$ cat src/rtl/int_pkg.sv
// Shared constants for the interrupt controller: line count, vector defaults,
// and the request FSM encoding.
package int_pkg;

    localparam int NINT  = 4;
    localparam int VEC_W = 10;

    localparam logic [VEC_W-1:0] VEC0_DEF = 10'b1111111011;
    localparam logic [VEC_W-1:0] VEC1_DEF = 10'b1111111110;
    localparam logic [VEC_W-1:0] VEC2_DEF = 10'b1111111101;
    localparam logic [VEC_W-1:0] VEC3_DEF = 10'b1111111100;

    localparam logic [0:0] ST_IDLE = 1'b0;
    localparam logic [0:0] ST_REQ  = 1'b1;

    // Lines strictly above the given level; with no level active every line qualifies.
    function automatic logic [NINT-1:0] above_level(input logic [1:0] idx, input logic valid);
        logic [NINT-1:0] m;
        m = 4'b1111;
        if (valid) begin
            m = (4'b0001 << idx) - 4'b0001;
        end
        return m;
    endfunction

endpackage

$ cat src/rtl/prio_enc4.sv
// Four-input priority encoder, bit 0 wins; valid flags any bit set.
module prio_enc4 (
    input  logic [3:0] req,
    output logic [1:0] idx,
    output logic       valid
);

    always_comb begin
        valid = |req;
        idx   = 2'd0;
        if (req[0]) begin
            idx = 2'd0;
        end else if (req[1]) begin
            idx = 2'd1;
        end else if (req[2]) begin
            idx = 2'd2;
        end else if (req[3]) begin
            idx = 2'd3;
        end
    end

endmodule

$ cat src/rtl/int_ctrl.sv
// Four-line nested interrupt controller: edge capture, priority selection,
// and a frozen req/ack handshake towards the CPU with reti unwinding.
//
// state   | meaning
// IDLE    | no request presented; picks the best eligible line
// REQ     | int_req/int_vec held for the latched line until ack
module int_ctrl
    import int_pkg::*;
#(
    parameter int               VEC_W = 10,
    parameter logic [VEC_W-1:0] VEC0  = 10'b1111111011,
    parameter logic [VEC_W-1:0] VEC1  = 10'b1111111110,
    parameter logic [VEC_W-1:0] VEC2  = 10'b1111111101,
    parameter logic [VEC_W-1:0] VEC3  = 10'b1111111100
) (
    input  logic             clk,
    input  logic             reset,
    input  logic [3:0]       irq_in,
    input  logic [3:0]       ie,
    input  logic             ack,
    input  logic             reti,
    output logic             int_req,
    output logic [VEC_W-1:0] int_vec,
    output logic [3:0]       pending,
    output logic [3:0]       in_service
);

    logic [0:0]       state_q, state_d;
    logic [3:0]       irq_q, irq_d;
    logic [3:0]       pending_q, pending_d;
    logic [3:0]       in_service_q, in_service_d;
    logic [1:0]       sel_q, sel_d;
    logic [VEC_W-1:0] int_vec_q, int_vec_d;

    logic [3:0] rise;
    logic [3:0] eligible;
    logic [1:0] isr_idx, elig_idx;
    logic       isr_valid, elig_valid;

    prio_enc4 u_isr_enc (
        .req   (in_service_q),
        .idx   (isr_idx),
        .valid (isr_valid)
    );

    prio_enc4 u_elig_enc (
        .req   (eligible),
        .idx   (elig_idx),
        .valid (elig_valid)
    );

    function automatic logic [VEC_W-1:0] vec_of(input logic [1:0] idx);
        logic [VEC_W-1:0] v;
        case (idx)
            2'd0:    v = VEC0;
            2'd1:    v = VEC1;
            2'd2:    v = VEC2;
            default: v = VEC3;
        endcase
        return v;
    endfunction

    assign rise     = irq_in & ~irq_q;
    assign eligible = pending_q & ie & above_level(isr_idx, isr_valid);

    always_comb begin
        irq_d        = irq_in;
        pending_d    = pending_q;
        in_service_d = in_service_q;
        state_d      = state_q;
        sel_d        = sel_q;
        int_vec_d    = int_vec_q;

        if (reti && isr_valid) begin
            in_service_d[isr_idx] = 1'b0;
        end

        if (state_q == ST_IDLE) begin
            if (elig_valid) begin
                state_d   = ST_REQ;
                sel_d     = elig_idx;
                int_vec_d = vec_of(elig_idx);
            end
        end else if (ack) begin
            pending_d[sel_q]    = 1'b0;
            in_service_d[sel_q] = 1'b1;
            state_d             = ST_IDLE;
            int_vec_d           = '0;
        end

        // A fresh edge outranks the ack clear of the same line.
        pending_d = pending_d | rise;
    end

    always_ff @(posedge clk) begin
        if (!reset) begin
            state_q      <= ST_IDLE;
            // Track the live level during reset so a line already high at release is not an edge.
            irq_q        <= irq_in;
            pending_q    <= '0;
            in_service_q <= '0;
            sel_q        <= 2'd0;
            int_vec_q    <= '0;
        end else begin
            state_q      <= state_d;
            irq_q        <= irq_d;
            pending_q    <= pending_d;
            in_service_q <= in_service_d;
            sel_q        <= sel_d;
            int_vec_q    <= int_vec_d;
        end
    end

    assign int_req    = (state_q == ST_REQ);
    assign int_vec    = int_vec_q;
    assign pending    = pending_q;
    assign in_service = in_service_q;

endmodule

$ cat config.mk
export PLATFORM = sky130hd
export DESIGN_NAME = int_ctrl
export DESIGN_NICKNAME = d
export VERILOG_FILES = /design/src/rtl/int_pkg.sv /design/src/rtl/prio_enc4.sv /design/src/rtl/int_ctrl.sv
export SDC_FILE = /design/constraint.sdc
export NUM_CORES = 1
export LEC_CHECK = 0
export ABC_AREA = 1
export CAP_MARGIN = 20
export CORE_MARGIN = 2
export CORE_UTILIZATION = 35
export DETAILED_ROUTE_END_ITERATION = 16
export PLACE_DENSITY = 0.66
export SLEW_MARGIN = 5
export SYNTH_ARGS = -nofsm -noshare
export SYNTH_HDL_FRONTEND = slang
export SYNTH_SLANG_ARGS = --single-unit
export TNS_END_PERCENT = 5
$ cat constraint.sdc
create_clock -name clk -period 1.4 [get_ports clk]
set_clock_uncertainty 0.05 [all_clocks]
set_input_delay 0.14 -clock clk [delete_from_list [all_inputs] [get_ports clk]]
set_output_delay 0.14 -clock clk [all_outputs]
set_load 0.01 [all_outputs]
==> impl_metrics.csv <==
group,metric,value,unit
setup_path,cpMaxStageDelayCell,"clkdlybuf4s50_1",
synth,yosys_warnings,0,
route,drtIter0Drc,8,
floorplan,rows,17,
setup_path,critPathArrivalTime,1.15,ns
synth,synth.avg_cell_area,7.38,sq um
floorplan,die_h,52.2,microns
run,max_cap_violations,0,
final_layout,areaGrowthSynthToFinish,38.5,%
global_routing,grt_pass1_vias,690,
synth,synth_most_common_cell,"nand2_1",
synth,yosysSeqAreaShare,0.468,
timing,worst_pin_slew,0.401,ns
setup_path,critical_path_class,"flip-flop to output pin",
synth,synth_cell_types,17,
timing,fin_crit,1.34,ns
global_routing,antenna_found_initial,0,
floorplan,die_x,52.2,microns
setup_path,cp_num_buf_inv,1,
setup_path,start_kind,"flip-flop",
timing,drv_slew,0,
place,routabilityCongestion,0.836,
timing,fmax,0.745,GHz
cts,worstSkewPairLatency,0.29,ns
route,via_count,747,
setup_path,endpoint_kind,"output pin",
timing,finalHoldViolations,0,
cts,ctsRootBufferMaster,"clkbuf_4",
synth,synthesis.area,812,sq um
route,drtAntennaViolNets,0,
synth,ys.flop_type,"dfxtp_1",
hold_path,hold_path.class,"primary input to flip-flop",
final_layout,fin_nets,151,
synth,synth.largest_area_cell,"dfxtp_1",
setup_path,crit_chain,"clkdlybuf4s50_1",
global_routing,grt_overflow,0,
pwr,cellPowerDensity,1030,nW/um^2
timing,worst_slew_margin_rel,0.732,
timing,hold_ws,0.255,ns
cts,cts_buffers,3,
pwr,vdd_drop_max,651,uV
timing,rsz0062_at_grt,"no",
synth,synth_top_area_frac,0.468,
floorplan,initial_core_util,0.367,
final_layout,n_antenna_cell,0,
timing,fin_tns_setup,0,ns
synth,postSynthCellCount,110,
global_routing,grt_max_degree,13,
setup_path,crit_fanout,2,
cts,cts_buffer_depth,2,
synth,netlist_top_cells_area,"dfxtp_1, nand2_1, a21oi_1, inv_1, nand3_1",
global_routing,grt_pass1_wl,2850,microns
cts,cts_tree,"done",
cts,path_clk_slew,0.11,ns
route,wire_per_inst,10.5,microns
cts,clock-sinks,19,
floorplan,coreArea,2210,sq um
synth,synth-seq-cells,19,
floorplan,pin_count,31,
place,dp_hpwl,1380,microns
outcome,status,"finished, final reports clean",
timing,setup_viol,0,
synth,async_reset_ff_frac,0,
synth,synth_edf_count,0,
cts,holdBufCountCts,0,
floorplan,die_area,2720,sq um
final_layout,final_layout_size_suffix_gt1_frac,0.123,
timing,final.period_utilization,0.959,
global_routing,grtUsageTotal,0.142,
setup_path,max_stage_delay,0.53,ns
route,wirelength,1740,microns
cts,h-tree-depth,1,
route,viasPerCell,4.50,
pwr,p_leak,0.591,nW
place,portBuffers,30,
setup_path,crit_family,"buffers and inverters",
synth,synth_nets,122,
route,remaining_drc_errors,0,
route,dr.pass1.iters,4,
pwr,power,0.00115,W
setup_path,cp.required,1.21,ns
synth,synth_common_cells,"nand2_1, dfxtp_1, inv_1, a21oi_1, nand3_1",
cells in the final DEF (no fill, tap or decap), drive strengths merged:
master / instances
o211ai: 1
dlygate4sd2: 16
clkbuf: 4
clkdlybuf4s50: 12
nand3: 11
nand2: 26
nor2: 11
a21oi: 13
buf: 1
inv: 18
dlymetal6s2s: 2
dfxtp: 19
o21ai: 4
through the flow:
| stage | setup WS [ns] | area [sq um] | utilization | std cells |
|---|---|---|---|---|
| CTS | 0.0262 | 1120 | 0.505 | 166 |
| global route | 0.00704 | 1120 | 0.508 | 166 |
| floorplan | 0.245 | 812 | - | 110 |
| detailed placement | -0.0332 | 1110 | 0.500 | 162 |
| finish | 0.0572 | 1120 | 0.508 | 166 |
| global placement | 0.00403 | 1110 | 0.500 | 162 |
worst paths after layout:
path / depth (start not counted) / start / slack (ns) / end
setup / recovery: 1 / int_vec[1]$_SDFFE_PN0P_ / 0.06 / int_vec[1]
hold / removal: 1 / irq_in[3] / 0.26 / irq_q[3]$_DFF_P_
setup reg to reg: 8 / in_service[0]$_SDFF_PN0_ / 0.18 / int_vec[2]$_SDFFE_PN0P_
hold reg to reg: 2 / int_vec[1]$_SDFFE_PN0P_ / 0.43 / int_vec[1]$_SDFFE_PN0P_
kinds of logic (layout without fill, tap and decap cells):
kind of cell           count (synthesis)  count (layout)  share of synthesized area
buffers and inverters                 25              53                      0.143
flip-flops                            19              19                      0.468
AO/OA/AOI/OAI                         18              18                      0.119
AND/OR/NAND/NOR                       48              48                      0.270
what timing repair did:
item / CTS / global route
setup buffers: 0 / 0
gates resized for setup: 20 / 3
endpoints found under the setup margin: 16 / 4
report_power, final:
group	total (W)	switching [W]	internal, W
logic	0.000262	0.000134	0.000128
clock network	0.000270	0.000159	0.000111
registers	0.000622	0.0000359	0.000586
total	0.00115	0.000329	0.000825
layer usage:
metal  vias to the layer above  wire length (microns)  GRT usage
met5                         -                      0          0
met4                         0                     10     0.0641
met3                         2                    108     0.0287
met2                        26                    828      0.234
met1                       324                    796      0.178
li1                        395                      -          -
registers in the layout (all words and copies together), names as in the netlist:
register	flops
in_service	4
int_vec	4
irq_q	4
pending	4
sel_q	2
int_req	1
final cells by class:
class                      instances  area (sq um)
fill                             249          1090
sequential                        19           385
multi-input combinational         66           318
timing repair buffer              31           293
inverter                          18          67.6
tap                               28          35.0
clock buffer                       4          26.3
(Power assumes the default switching activity.)
==> RTL edit: new RTL, config.mk and constraints unchanged <==
Register the input `irq_in` before use, without a reset. The logic sees it one clock later. The other inputs are not delayed to match.
--- a/src/rtl/int_ctrl.sv
+++ b/src/rtl/int_ctrl.sv
@@ -25,4 +25,10 @@
     output logic [3:0]       in_service
 );
+
+    logic [3:0] irq_r;
+
+    always_ff @(posedge clk) begin
+        irq_r <= irq_in;
+    end
 
     logic [0:0]       state_q, state_d;
@@ -61,9 +67,9 @@
     endfunction
 
-    assign rise     = irq_in & ~irq_q;
+    assign rise     = irq_r & ~irq_q;
     assign eligible = pending_q & ie & above_level(isr_idx, isr_valid);
 
     always_comb begin
-        irq_d        = irq_in;
+        irq_d        = irq_r;
         pending_d    = pending_q;
         in_service_d = in_service_q;
@@ -97,5 +103,5 @@
             state_q      <= ST_IDLE;
             // Track the live level during reset so a line already high at release is not an edge.
-            irq_q        <= irq_in;
+            irq_q        <= irq_r;
             pending_q    <= '0;
             in_service_q <= '0;
Check against the original RTL: not equivalent (Yosys sat finds a counterexample within 4 cycles, from zero or initial values and one cycle with reset low).
==> RTL edit against the unedited design <==
Core utilization down 1.3 points; maximum frequency up 8.8%; cell area up 9.1%; area after synthesis up 12%; sequential cell count up 4; total power up 13%; non-clock buffer count down 1; setup slack better by 0.11 ns; wire length down 0.97%; critical endpoint is now sel_q[0]$_SDFFE_PN0P_.
==> RTL edit: results (changes against the unedited design) <==
[metrics] worst-case headroom to the max-slew limit: 74.2% (+1.0 points)
[metrics] global-route wire length before repair: 2.77 mm (-2.7%)
[metrics] Top Family by Delay on Critical Path: simple AND/OR/NAND/NOR gates
[metrics] count of TritonRoute iterations in the first routing pass: 3 (-1)
[metrics] Critical R2R Capture: sel_q[0]$_SDFFE_PN0P_
[metrics] number of instances in the placed design: 163 (+0.62%)
[metrics] leakage: 0.620 nW (+4.9%)
[metrics] number of global-route vias before repair: 666 (-3.5%)
[metrics] worst-case vdd ir drop: 0.694 mV (+6.6%)
[metrics] HPWL Detailed: 1.39 mm (+0.67%)
[metrics] worst hold start: irq_in[1]
[metrics] library cell contributing the largest single delay on the critical path: sky130_fd_sc_hd__dfxtp_4
[metrics] Total GRT Usage: 13.4% (-0.84 points)
[metrics] leading cell types by count after synthesis: sky130_fd_sc_hd__dfxtp_1 (23), sky130_fd_sc_hd__inv_1 (19), sky130_fd_sc_hd__nand2_1 (18)
[metrics] cell-internal power: 0.928 mW (+12%)
[metrics] maximum number of pins on one net before global-route repair: 15 (+2)
[metrics] post-detailed-route via-to-cell ratio: 4.45 (-1.1%)
[metrics] result of the run: finished clean
[metrics] share of the clock period used by the worst path after layout: 88.1% (-7.8 points)
[metrics] top fanout value on the critical path: 6 (+4)
[metrics] setup slack at placement: 0.0115 ns (+0.0446 ns)
[metrics] post-detailed-route wirelength per cell: 10.3 microns (-1.6%)
[metrics] starting density of the core: 36.9% (+0.16 points)
[metrics] Final #Nets: 150 (-0.66%)
[metrics] Arrival @ worst endpoint: 1.41 ns (+0.26 ns)
[metrics] total vias in the final route: 743 (-0.54%)
[metrics] sequential element share of the synthesized area: 50.4% (+3.6 points)
[metrics] largest cells by area after synthesis: sky130_fd_sc_hd__dfxtp_1 (50%), sky130_fd_sc_hd__inv_1 (7.8%), sky130_fd_sc_hd__nand2_1 (7.4%), sky130_fd_sc_hd__a21oi_1 (6.0%), sky130_fd_sc_hd__buf_4 (4.9%)
RTL edit: cell count changes after synthesis, moves of 3 or more:
cell,change
sky130_fd_sc_hd__nand2_1,-6
sky130_fd_sc_hd__nor2_1,-5
sky130_fd_sc_hd__dfxtp_1,+4
sky130_fd_sc_hd__nand4_1,+4
sky130_fd_sc_hd__inv_1,+3
sky130_fd_sc_hd__nand2_2,+3
sky130_fd_sc_hd__nand3_1,-3
RTL edit: logic make-up (layout without fill, tap and decap cells):
kind of cell / count (synthesis) / after routing / share of synthesized area [%]
and+or+nand+nor: 45 / 45 / 27.3
buffers and inverters: 26 / 53 / 13.2
DFF: 23 / 23 / 50.4
AOI/OAI and AO/OA: 16 / 16 / 9.18
RTL edit: power groups by stage:
stage | registers [mW] | clock network [mW] | logic [mW]
floorplan | 0.757 | 0 | 0.157
global placement | 0.748 | 0 | 0.283
detailed placement | 0.750 | 0 | 0.288
CTS | 0.733 | 0.333 | 0.256
global route | 0.740 | 0.368 | 0.277
finish | 0.732 | 0.315 | 0.252
RTL edit: final cells by class:
cell class	instances	area (sq um)	area share [%]
well taps	30	37.5	3.06
repair buffers	30	280	22.8
inverters	19	71.3	5.81
flip-flops and latches	23	475	38.7
clock buffers	3	22.5	1.83
multi-input cells	61	333	27.1
clock inverters	1	7.51	0.612
RTL edit: what timing repair did:
| action | 4_1_cts | 5_1_grt |
|---|---|---|
| endpoints found under the setup margin | 19 | 1 |
| gates cloned | 0 | 0 |
| gates resized for setup | 27 | 1 |
| endpoints found under the hold margin | 0 | 0 |
RTL edit: per-layer routing:
metal	vias to the layer above	track usage (%)	routed length (microns)
met4	0	5.28	10
met1	329	15.6	795
met3	2	5.65	82
li1	396	-	-
met5	-	0	0
met2	16	21.6	839
